File: config.mk
export PLATFORM = sky130hd
export DESIGN_NAME = decode_e_reg
export DESIGN_NICKNAME = d
export VERILOG_FILES = /design/src/rtl/decode_e_reg.sv
export SDC_FILE = /design/constraint.sdc
export NUM_CORES = 1
export LEC_CHECK = 0
export CORE_AREA = 3 3 325 327
export DETAILED_ROUTE_END_ITERATION = 12
export DIE_AREA = 0 0 328 330
export HOLD_SLACK_MARGIN = 0.03
export MAX_ROUTING_LAYER = met4
export SYNTH_ARGS = -nofsm -noshare
export SYNTH_HDL_FRONTEND = slang
export SYNTH_SLANG_ARGS = --single-unit
File: constraint.sdc
create_clock -name clk -period 3.38 [get_ports clk]
set_input_delay 0.676 -clock clk [delete_from_list [all_inputs] [get_ports clk]]
set_output_delay 0.676 -clock clk [all_outputs]
set_load 0.05 [all_outputs]
File: src/rtl/decode_e_reg.sv
// Y86-64 decode stage plus E pipeline register.
// Derives source/destination register IDs from the D fields, drives the
// register-file read addresses, forwards operands from E/M/W, flags
// load-use hazards and latches the decoded instruction into E. A bubble
// is inserted on reset, on an external request or on a load-use hazard.
// Optional build macro: HAZARD_COUNT_EN adds lu_count/bub_count counters.
module decode_e_reg #(
  parameter int          W     = 64,
  parameter logic [3:0]  RNONE = 4'hF,
  parameter logic [3:0]  RRSP  = 4'h4
) (
  input  logic         clk,
  input  logic         rst,
  input  logic [2:0]   d_stat,
  input  logic [3:0]   d_icode,
  input  logic [3:0]   d_ifun,
  input  logic [3:0]   d_rA,
  input  logic [3:0]   d_rB,
  input  logic [W-1:0] d_valC,
  input  logic [W-1:0] d_valP,
  output logic [3:0]   rf_srcA,
  output logic [3:0]   rf_srcB,
  input  logic [W-1:0] rf_rvalA,
  input  logic [W-1:0] rf_rvalB,
  input  logic [3:0]   e_dstE,
  input  logic [W-1:0] e_valE,
  input  logic [3:0]   m_dstE,
  input  logic [3:0]   m_dstM,
  input  logic [W-1:0] m_valE,
  input  logic [W-1:0] m_valM,
  input  logic [3:0]   w_dstE,
  input  logic [3:0]   w_dstM,
  input  logic [W-1:0] w_valE,
  input  logic [W-1:0] w_valM,
  input  logic         e_bubble_in,
  output logic         load_use,
  output logic [2:0]   E_stat,
  output logic [3:0]   E_icode,
  output logic [3:0]   E_ifun,
  output logic [W-1:0] E_valC,
  output logic [W-1:0] E_valA,
  output logic [W-1:0] E_valB,
  output logic [3:0]   E_dstE,
  output logic [3:0]   E_dstM,
  output logic [3:0]   E_srcA,
  output logic [3:0]   E_srcB
`ifdef HAZARD_COUNT_EN
  ,
  output logic [31:0]  lu_count,
  output logic [31:0]  bub_count
`endif
);

  localparam logic [3:0] I_RRMOVQ = 4'h2;
  localparam logic [3:0] I_IRMOVQ = 4'h3;
  localparam logic [3:0] I_RMMOVQ = 4'h4;
  localparam logic [3:0] I_MRMOVQ = 4'h5;
  localparam logic [3:0] I_OPQ    = 4'h6;
  localparam logic [3:0] I_JXX    = 4'h7;
  localparam logic [3:0] I_CALL   = 4'h8;
  localparam logic [3:0] I_RET    = 4'h9;
  localparam logic [3:0] I_PUSHQ  = 4'hA;
  localparam logic [3:0] I_POPQ   = 4'hB;
  localparam logic [3:0] I_NOP    = 4'h1;
  localparam logic [2:0] S_AOK    = 3'b001;

  logic [3:0]   src_a, src_b, dst_e, dst_m;
  logic [W-1:0] val_a, val_b;
  logic         bubble;

  // Register ID decode from the D-stage instruction code.
  always_comb begin
    src_a = RNONE;
    src_b = RNONE;
    dst_e = RNONE;
    dst_m = RNONE;
    case (d_icode)
      I_RRMOVQ, I_RMMOVQ, I_OPQ, I_PUSHQ: src_a = d_rA;
      I_RET, I_POPQ:                      src_a = RRSP;
      default:                            src_a = RNONE;
    endcase
    case (d_icode)
      I_RMMOVQ, I_MRMOVQ, I_OPQ:          src_b = d_rB;
      I_CALL, I_RET, I_PUSHQ, I_POPQ:     src_b = RRSP;
      default:                            src_b = RNONE;
    endcase
    case (d_icode)
      I_RRMOVQ, I_IRMOVQ, I_OPQ:          dst_e = d_rB;
      I_CALL, I_RET, I_PUSHQ, I_POPQ:     dst_e = RRSP;
      default:                            dst_e = RNONE;
    endcase
    case (d_icode)
      I_MRMOVQ, I_POPQ:                   dst_m = d_rA;
      default:                            dst_m = RNONE;
    endcase
  end

  assign rf_srcA = src_a;
  assign rf_srcB = src_b;

  // Operand A: valP for jXX/call, else youngest forwarding source wins.
  // RNONE on the source side never matches, so RNONE destinations are never forwarded.
  always_comb begin
    val_a = rf_rvalA;
    if (d_icode == I_JXX || d_icode == I_CALL) val_a = d_valP;
    else if (src_a == RNONE)                   val_a = rf_rvalA;
    else if (src_a == e_dstE)                  val_a = e_valE;
    else if (src_a == m_dstM)                  val_a = m_valM;
    else if (src_a == m_dstE)                  val_a = m_valE;
    else if (src_a == w_dstM)                  val_a = w_valM;
    else if (src_a == w_dstE)                  val_a = w_valE;
  end

  // Operand B: same forwarding chain without the valP override.
  always_comb begin
    val_b = rf_rvalB;
    if (src_b == RNONE)                        val_b = rf_rvalB;
    else if (src_b == e_dstE)                  val_b = e_valE;
    else if (src_b == m_dstM)                  val_b = m_valM;
    else if (src_b == m_dstE)                  val_b = m_valE;
    else if (src_b == w_dstM)                  val_b = w_valM;
    else if (src_b == w_dstE)                  val_b = w_valE;
  end

  // Load in E whose destination is read by the instruction in D.
  always_comb begin
    load_use = ((E_icode == I_MRMOVQ) || (E_icode == I_POPQ)) &&
               (E_dstM != RNONE) &&
               ((E_dstM == src_a) || (E_dstM == src_b));
  end

  assign bubble = e_bubble_in || load_use;

  // E pipeline register: reset and bubble both load a nop.
  always_ff @(posedge clk) begin
    if (rst || bubble) begin
      E_stat  <= S_AOK;
      E_icode <= I_NOP;
      E_ifun  <= 4'h0;
      E_valC  <= '0;
      E_valA  <= '0;
      E_valB  <= '0;
      E_dstE  <= RNONE;
      E_dstM  <= RNONE;
      E_srcA  <= RNONE;
      E_srcB  <= RNONE;
    end else begin
      E_stat  <= d_stat;
      E_icode <= d_icode;
      E_ifun  <= d_ifun;
      E_valC  <= d_valC;
      E_valA  <= val_a;
      E_valB  <= val_b;
      E_dstE  <= dst_e;
      E_dstM  <= dst_m;
      E_srcA  <= src_a;
      E_srcB  <= src_b;
    end
  end

`ifdef HAZARD_COUNT_EN
  // Hazard statistics; a mispredict coinciding with a load-use counts once.
  always_ff @(posedge clk) begin
    if (rst) begin
      lu_count  <= '0;
      bub_count <= '0;
    end else begin
      if (load_use) lu_count  <= lu_count + 32'd1;
      if (bubble)   bub_count <= bub_count + 32'd1;
    end
  end
`endif

endmodule

Word level (Yosys, flattened, before mapping)

Index checks and enable logic that the tools add are counted.

Bits in registers: 219
Input bits: 618
Output and inout bits: 228
Word-level logic and storage cells: 68

Eq/ne operators: 27
Muxes and demuxes: 16
Bitwise logic cells: 1
Reductions and logical operators: 14

Operators with widths:

| cell                                                                   | count |
|---|---|
| 64-bit two-way mux                                                     | 13 |
| 4-bit equality test                                                    | 12 |
| 4-bit equality test (second input constant)                            | 7 |
| 4-bit one-hot mux with 2 select lines                                  | 3 |
| 4-bit by 3-bit equality test with 1-bit output (second input constant) | 5 |
| 4-bit by 2-bit equality test with 1-bit output (second input constant) | 2 |
| 4-bit OR reduction                                                     | 2 |
| 2-bit OR reduction                                                     | 3 |
| 3-bit OR reduction                                                     | 2 |
| 1-bit logical OR                                                       | 5 |
| 4-bit inequality test (second input constant)                          | 1 |
| 1-bit logical AND                                                      | 2 |
| 1-bit inverter                                                         | 1 |

Depth between registers and ports, before layout

Gate-level depths: netlist of the first run.

Word-level depth: 11
Gate-level depth with buffers: 13

Worst setup path after synthesis of the first run

Ideal clock, no wire load.

Path kind: input-to-reg
From: input d_icode[1]
To: register E_valA[10]
Library setup time: 0.122 ns
Data arrival time: 3.155 ns
Slack: 0.103 ns
Stages on the path: 11
Path buffers: 3
Cells stage by stage: buf_2 nor2b_1 o21ai_2 xor2_1 nor3_1 clkbuf_1 clkbuf_1 a21boi_0 a211oi_1 o311ai_0 a221o_1

Longest elaborated chain between the ends: 11
Elaborated cells between the ends (all ways): 35

Ends and longest elaborated chain:

| element                                                         | line | source |
|---|---|---|
| from (decl)                                                     | 15   | `input logic [3:0] d_icode,` |
| 4-bit equality test (tied with other cells)                     | 77   | `case (d_icode)` |
| 4-bit OR reduction / 2-bit OR reduction (equally long branches) | 77   |  |
| 4-bit one-hot mux with 2 select lines *                         | 77   |  |
| via rf_srcA[2]                                                  | 21   | `output logic [3:0] rf_srcA,` |
| 4-bit equality test                                             | 111  | `else if (src_a == w_dstE) val_a = w_valE;` |
| 64-bit two-way mux                                              | 111  |  |
| 64-bit two-way mux                                              | 110  | `else if (src_a == w_dstM) val_a = w_valM;` |
| 64-bit two-way mux                                              | 109  | `else if (src_a == m_dstE) val_a = m_valE;` |
| 64-bit two-way mux                                              | 108  | `else if (src_a == m_dstM) val_a = m_valM;` |
| 64-bit two-way mux                                              | 107  | `else if (src_a == e_dstE) val_a = e_valE;` |
| 64-bit two-way mux                                              | 106  | `else if (src_a == RNONE) val_a = rf_rvalA;` |
| 64-bit two-way mux                                              | 105  | `if (d_icode == I_JXX \|\| d_icode == I_CALL) val_a = d_valP;` |
| to (signal assigned)                                            | 152  | `E_valA <= val_a;` |
| to (decl)                                                       | 41   | `output logic [W-1:0] E_valA,` |

The timed path passes the listed nets; every way through them passes the cells marked *.
A chain may end at the register's enable or synchronous reset.

Worst setup path in the final report of the first run

From: input d_rA[1]
To: output load_use

Longest elaborated chain between the ends: 4

Ends and longest elaborated chain:

| element                               | line | source |
|---|---|---|
| from (decl)                           | 17   | `input logic [3:0] d_rA,` |
| 4-bit one-hot mux with 2 select lines | 77   |  |
| 4-bit equality test                   | 129  | `((E_dstM == src_a) \|\| (E_dstM == src_b));` |
| 1-bit logical OR                      | 129  |  |
| 1-bit logical AND                     | 128  | `(E_dstM != RNONE) &&` |
| to (decl)                             | 36   | `output logic load_use,` |

No other way between the ends.

==> impl_metrics.toml, run 1 <==
[outcome]
status = "finished clean"

[critical_path]
path_cells = "clkdlybuf4s50_1 -> buf_4 -> or3_1 -> nand2_4 -> buf_4 -> xor2_1 -> a41o_2 -> and2_4 -> buf_12"
critPathCaptureType = "primary output"
crit_top_cell = "buf_4"
cpPeakStageDelay_ns = 0.43
cpMaxStageDelayCell = "clkdlybuf4s50_1"
cp_top_family = "buffers and inverters"
critical_path_required_ns = 2.70
path_max_fanout = 6
arrival_ns = 2.59
path_buf_inv = 4
crit_type = "input port to primary output"
startpoint_type = "input port"

[drt]
wl_mm = 105
drt-initial-drc-count = 1569
first_pass_iters = 8
via_per_inst = 4.63
via_count = 18100
route.detailed.drc = 0
antenna_left = 0
wl_per_cell_um = 27.0

[sta]
fin_crit_sh_pct = 96.7
fmax_mhz = 306
tightest_slew_ns = 0.930
clock_skew_ns = 0.0188
setup_viol = 0
min_period_ns = 3.27
rsz0062_at_grt = "false"
drv_slew = 0
finalHoldViolCount = 0
relSlewSlack_pct = 37.8
fin_ws_ns = 0.113

[synth]
syn-num-nets = 2201
yosysUniqueCellTypes = 49
async_reset_ff_share_pct = 0
yosysSeqAreaShare_pct = 32.6
synth_edf_count = 0
avgSynthCellArea_sq_um = 8.51
ys_seq_elements = 219
synth_top_flop_cell = "dfxtp_1"
synthCells = 1583
synth_warnings = 0
netlist_area_sq_um = 13500

[hold_path]
min_path_type = "input port to flip-flop"

[cts]
cts_buffer_depth = 3
clkTransAtPathRegs_ns = 0.07
cts_root_buffer = "clkbuf_16"
h-tree-depth = 1
cts_buffers = 31
cts_tree = "yes"
cts_sinks = 219
insertion_delay_ns = 0.64

[cells_and_area]
mostFrequentLayoutCells = "clkdlybuf4s50_1 (831), dfxtp_1 (219), buf_4 (139)"
area_growth_pct = 94.6
fin_util_pct = 25.4
fin_nets = 3093
final_common_cell = "clkdlybuf4s50_1"
drive_gt1_share_pct = 12.7

[job]
drv_cap = 0

[die]
dieArea_sq_um = 108000
core_area_sq_um = 103000
rows = 118
pin_count = 846
start_util_pct = 13.0
die_x_um = 328
dieHeight_um = 330

[global_routing]
grt.total_usage_pct = 18.9
grt_max_degree = 67
antenna_found_initial = 36
grt_pass1_wl_mm = 143
grt_pass1_vias = 18400
overflow = 0

[pwr]
p_switching_uw = 3670
p_sw_share_pct = 35.8
power.share.clock_pct = 34.8
total_power_uw = 10300
power_frac_comb_pct = 37.6
p_int_uw = 6590
pwr-share-seq_pct = 27.6
ir_drop_mv = 0.431
power.density_nw_per_um2 = 391
p_leak_uw = 0.0100

[placed_design]
routabilityCongestion = 0.910
hpwlAfterDp_mm = 83.4
numPortBuffers = 845
pre_cts_ws_ns = -0.698
[cell type report]
type / instances / area (sq um)
fillers: 11100 / 77000
repair buffers: 1027 / 10500
multi-input cells: 1188 / 8470
flip-flops and latches: 219 / 4380
well taps: 1380 / 1730
clock buffers: 43 / 861
clock inverters: 15 / 213
diodes: 22 / 55.1
inverters: 8 / 30.0
[power groups by stage]
| stage | clock, uW | sequential (uW) | combinational (uW) |
|---|---|---|---|
| 3_3_place_gp | 0 | 2890 | 3810 |
| 4_1_cts | 3690 | 2830 | 3830 |
| 3_5_place_dp | 0 | 2890 | 3800 |
| 2_1_floorplan | 0 | 3480 | 1120 |
| 6_report | 3570 | 2830 | 3850 |
| 5_1_grt | 3760 | 2840 | 4030 |
[Yosys cell counts, types with 20 or more instances]
cell type / number / area, sq um
dfxtp_1: 219 / 4380
and2_1: 142 / 888
nor2_1: 131 / 492
a21oi_1: 130 / 651
clkbuf_1: 124 / 465
nand2_1: 80 / 300
o21ai_0: 74 / 370
a21boi_0: 68 / 510
a211oi_1: 67 / 503
a211o_1: 64 / 561
a221o_1: 64 / 641
mux2i_1: 64 / 641
o221ai_1: 64 / 561
o311ai_0: 64 / 561
o221a_2: 36 / 405
o221a_1: 28 / 315
buf_2: 23 / 115
xnor2_1: 21 / 184
xor2_1: 20 / 175
[metal layers]
layer | global-route usage, % | wire length (um) | up-vias
met3 | 5.19 | 9760 | 276
met5 | - | 0 | -
met2 | 30.6 | 49300 | 1268
met1 | 22.2 | 41800 | 8629
met4 | 7.36 | 4490 | 0
li1 | - | - | 7902
[per-stage QoR]
step / cell area [sq um] / setup TNS, ns / hold WS [ns] / instances
finish: 26200 / 0 / 0.606 / 3902
global route: 26200 / 0 / 0.568 / 3901
CTS: 26100 / 0 / 0.546 / 3880
detailed placement: 25000 / -103.59 / 1.17 / 3820
global placement: 25000 / -97.76 / 1.14 / 3820
floorplan: 13500 / 0 / 0.777 / 1583
[state kept, by name, indices dropped and copies added (netlist names)]
signal,flops
E_dstE,4
E_dstM,4
E_icode,4
E_ifun,4
E_srcA,4
E_srcB,4
E_stat,3
E_valA,64
E_valB,64
E_valC,64
[path summary, 6_finish.rpt]
| kind | to | from | depth (start not counted) | slack (ns) |
|---|---|---|---|---|
| worst max-delay path | load_use | d_rA[1] | 9 | 0.11 |
| worst min-delay path | E_valC[47] | d_valC[47] | 2 | 0.61 |
| worst max register to register | E_valA[21] | E_icode[3] | 8 | 0.96 |
| worst min register to register | E_icode[0] | E_icode[0] | 4 | 1.18 |
[logic make-up after synthesis]
logic type             Yosys count  share of synthesized area [%]
AO/OA/AOI/OAI                  673                           39.1
XOR/XNOR                        41                           2.67
buffers and inverters          176                           5.57
flip-flops                     219                           32.6
multiplexers                    64                           4.76
AND/OR/NAND/NOR                410                           15.3
[timing repair]
action,4_1_cts,5_1_grt
gates cloned,0,0
buffers inserted,2,0
pin swaps,2,0
gates resized for setup,12,2
setup endpoints to repair,3,2
hold buffers,0,0
No activity file was read; power rests on OpenSTA's default activity.
==> run 2: changes to the inputs <==
Settings changed: CORE_AREA 3 3 325 327 to 2 2 325 327, DIE_AREA 0 0 328 330 to 0 0 327 329, PLACE_DENSITY from default to 0.34.
Clock period 3.38 ns to 4 ns, I/O delays scaled along.
==> impl_metrics.toml, run 2 (synthesized netlist as in run 1, its figures left out) <==
[die]
rows = 119
dieArea_sq_um = 108000
die_x_um = 327
dieHeight_um = 329
pin_count = 846
start_util_pct = 12.9
core_area_sq_um = 104000

[cells_and_area]
final_cells = 3865
final_common_cell = "clkdlybuf4s50_1"
top_regs = "E_valA: 64 flops, E_valB: 64 flops, E_valC: 64 flops"
drive_gt1_share_pct = 10.7
fin_nets = 3051
area_growth_pct = 92.2
multi_input_area_sq_um = 8450
seq_area_sq_um = 4380
fillers = 11300
mostFrequentLayoutCells = "clkdlybuf4s50_1 (836), dfxtp_1 (219), and2_1 (140)"

[global_routing]
grt_max_degree = 56
grt_pass1_vias = 18900
grt.total_usage_pct = 19.9
grt_pass1_wl_mm = 148
overflow = 0
antenna_found_initial = 26

[cts]
cts_buffers = 34
cts_tree = "yes"
cts_sinks = 219
cts_root_buffer = "clkbuf_16"
h-tree-depth = 2
hold_buffers = 0
clkTransAtPathRegs_ns = 0.05
insertion_delay_ns = 0.58
cts_buffer_depth = 3

[drt]
route.detailed.drc = 0
via_count = 17900
wl_per_cell_um = 28.3
drt-initial-drc-count = 1370
first_pass_iters = 5
antenna_left = 0
wl_mm = 110
via_per_inst = 4.62

[critical_path]
path_max_fanout = 7
arrival_ns = 3.05
startpoint_type = "input port"
critPathCaptureType = "primary output"
rr_worst_depth = 7
critical_path_required_ns = 3.20
crit_type = "input port to primary output"
path_cells = "clkdlybuf4s50_1 -> nand2b_1 -> o31ai_4 -> xnor2_1 -> nor4_2 -> a41o_2 -> and2_1 -> buf_12"
cpMaxStageDelayCell = "clkdlybuf4s50_1"
r2r_slack_ns = 1.62
cpPeakStageDelay_ns = 0.59

[sta]
fmax_mhz = 260
clock_skew_ns = 0.0134
relSlewSlack_pct = 49.6
rsz0062_at_grt = "false"
fin_crit_sh_pct = 96.3
finalHoldViolCount = 0
tightest_slew_ns = 0.754
drv_slew = 0
min_period_ns = 3.85
setup_viol = 0
fin_ws_ns = 0.149

[job]
drv_cap = 0

[placed_design]
hpwlAfterDp_mm = 81.1
routabilityCongestion = 0.854
pre_cts_ws_ns = -0.449
dp_cells = 3786
numPortBuffers = 845

[hold_path]
whs_path_depth = 2
min_path_type = "input port to flip-flop"

[pwr]
p_leak_uw = 0.00979
ir_drop_mv = 0.241
power.density_nw_per_um2 = 337

[outcome]
status = "finished clean"
run 2: cell count changes in the layout (fill, tap and decap cells not counted), sizes merged:
cell           before  now
clkbuf             43   47
clkinv              6    5
clkinvlp            3    0
buf               192  146
bufinv              4    1
clkdlybuf4s50     831  836
dlymetal6s2s        1    0
dlygate4sd2         3    0
run 2: final timing paths:
path               from          to
max          d_icode[2]    load_use
min          d_valC[33]  E_valC[33]
max reg2reg   E_dstM[1]  E_valA[12]
min reg2reg  E_icode[0]  E_valB[55]
run 2: critical path: cells and delay by family:
kind	cells	cell delay [ns]
simple gates	3	0.78
buf+inv	2	0.74
xor+xnor	1	0.11
compound gates	2	0.62
run 2: final cells by class:
type	count	area share, %
repair buffers	982	39.3
well taps	1391	6.72
diodes	22	0.213
multi-input cells	1188	32.6
inverters	8	0.116
clock buffers	47	3.63
flip-flops and latches	219	16.9
clock inverters	8	0.411
run 2: routing by layer:
metal | track usage [%] | part of all wire [%] | up-vias
met4 | 7.43 | 3.3 | 0
met2 | 33.6 | 49 | 1112
li1 | - | - | 7807
met3 | 5.96 | 9.1 | 195
met1 | 22.1 | 39 | 8741
met5 | - | 0 | -
run 2: metrics by stage:
stage	setup TNS [ns]	util (%)	total power, uW	area [sq um]	hold slack, ns
after floorplan	0	-	3890	13500	0.901
after global placement	-24.27	23.7	5740	24800	1.34
after detailed placement	-22.90	23.7	5720	24800	1.33
after CTS	0	24.7	8870	25800	0.725
after global routing	0	24.8	9090	25900	0.748
final	0	24.8	8720	25900	0.785
run 2: power breakdown:
| part | internal (uW) | switching (uW) | total, uW |
|---|---|---|---|
| clock network | 1720 | 1330 | 3040 |
| logic | 1450 | 1820 | 3280 |
| registers | 2330 | 68.1 | 2400 |
| total | 5500 | 3220 | 8720 |
run 2: timing repair:
item,in CTS,in global routing
buffers inserted,1,1
pin swaps,1,1
gates resized for setup,0,1
setup endpoints to repair,1,1
==> run 3: changes to the inputs <==
Settings changed: CAP_MARGIN from default to 40, TNS_END_PERCENT from default to 50.
==> impl_metrics.toml, run 3 (synthesized netlist as in run 1, its figures left out) <==
[outcome]
status = "finished clean"

[critical_path]
arrival_ns = 3.05
crit_type = "input port to primary output"
critPathCaptureType = "primary output"
cp_top_family = "simple AND/OR/NAND/NOR gates"
cpMaxStageDelayCell = "clkdlybuf4s50_1"
path_cells = "clkdlybuf4s50_1 -> nand2b_1 -> o31ai_4 -> xnor2_1 -> nor4_2 -> a41o_2 -> and2_1 -> buf_12"
path_buf_inv = 2
critical_path_required_ns = 3.20
cpPeakStageDelay_ns = 0.59
path_max_fanout = 7
startpoint_type = "input port"

[cts]
cts_buffers = 34
h-tree-depth = 2
cts_sinks = 219
cts_root_buffer = "clkbuf_16"
clkTransAtPathRegs_ns = 0.05
cts_buffer_depth = 3
insertion_delay_ns = 0.58
cts_tree = "yes"

[pwr]
power.density_nw_per_um2 = 337
ir_drop_mv = 0.240
p_leak_uw = 0.00979

[drt]
via_count = 17800
wl_mm = 110
first_pass_iters = 5
drt-initial-drc-count = 1319
antenna_left = 0
wl_per_cell_um = 28.3
route.detailed.drc = 0
via_per_inst = 4.60

[sta]
drv_slew = 0
setup_viol = 0
rsz0062_at_grt = "false"
tightest_slew_ns = 0.727
relSlewSlack_pct = 51.1
fmax_mhz = 260
clock_skew_ns = 0.0140
finalSetupTns_ns = 0
finalHoldViolCount = 0
min_period_ns = 3.85
fin_crit_sh_pct = 96.2

[global_routing]
grt_pass1_vias = 18900
grt_use_met3_pct = 5.96
overflow = 0
grt.total_usage_pct = 19.9
antenna_found_initial = 26
use_met1_pct = 22.1
grt_busiest_layer = "met2"
use_met2_pct = 33.6
grt_max_degree = 56
grt_pass1_wl_mm = 148

[placed_design]
dp_cells = 3786
hpwlAfterDp_mm = 81.1
numPortBuffers = 845
routabilityCongestion = 0.854

[cells_and_area]
fin_nets = 3052
drive_gt1_share_pct = 10.8
area_growth_pct = 92.3
final_cells = 3866
final_common_cell = "clkdlybuf4s50_1"
fillers = 11300
mostFrequentLayoutCells = "clkdlybuf4s50_1 (836), dfxtp_1 (219), and2_1 (140)"
top_regs = "E_valA: 64 flops, E_valB: 64 flops, E_valC: 64 flops"

[die]
dieArea_sq_um = 108000
pin_count = 846
core_area_sq_um = 104000
die_x_um = 327
rows = 119
dieHeight_um = 329
start_util_pct = 12.9

[job]
drv_cap = 0

[hold_path]
min_path_type = "input port to flip-flop"
-- run 3: cell types whose count changed in the layout (fill, tap and decap cells not counted), sizes merged --
| cell | before | now |
|---|---|---|
| buf | 146 | 147 |
-- run 3: final timing paths --
path / cells past startpoint / to / start / slack (ns)
max: 8 / load_use / d_icode[2] / 0.15
min: 2 / E_valC[33] / d_valC[33] / 0.78
max reg2reg: 7 / E_valA[12] / E_dstM[1] / 1.62
min reg2reg: 5 / E_valB[55] / E_icode[0] / 1.33
-- run 3: area by class of cell --
class	instances	area (sq um)	share of cell area, %
antenna	22	55.1	0.213
clock buffer	47	940	3.63
clock inverter	8	106	0.411
inverter	8	30.0	0.116
multi-input combinational	1188	8450	32.6
sequential	219	4380	16.9
tap	1391	1740	6.72
timing repair buffer	983	10200	39.4
-- run 3: what timing repair did --
| action | in CTS | in global routing |
|---|---|---|
| pin swaps | 1 | 1 |
| hold buffers | 0 | 0 |
| resized for setup | 0 | 1 |
| setup buffers | 1 | 1 |
| setup endpoints to repair | 1 | 1 |
-- run 3: report_power, final --
group | internal [uW] | total (uW) | switching [uW]
Clock | 1720 | 3040 | 1330
Combinational | 1460 | 3280 | 1820
Sequential | 2330 | 2400 | 68.2
Total | 5510 | 8720 | 3220
-- run 3: routing by layer --
layer | vias up | part of all wire, %
li1 | 7815 | -
met1 | 8716 | 39
met2 | 1070 | 49
met3 | 173 | 8.7
met4 | 0 | 3.1
met5 | - | 0
-- run 3: per-stage QoR --
| step | hold WS (ns) | area [sq um] | total power [uW] | utilization [%] | setup slack, ns |
|---|---|---|---|---|---|
| after floorplan | 0.901 | 13500 | 3890 | - | 0.523 |
| after global placement | 1.34 | 24800 | 5740 | 23.7 | -0.496 |
| after detailed placement | 1.33 | 24800 | 5720 | 23.7 | -0.449 |
| after CTS | 0.725 | 25800 | 8870 | 24.7 | 0.0626 |
| after global routing | 0.748 | 25900 | 9090 | 24.8 | 0.0235 |
| final | 0.784 | 25900 | 8720 | 24.8 | 0.152 |
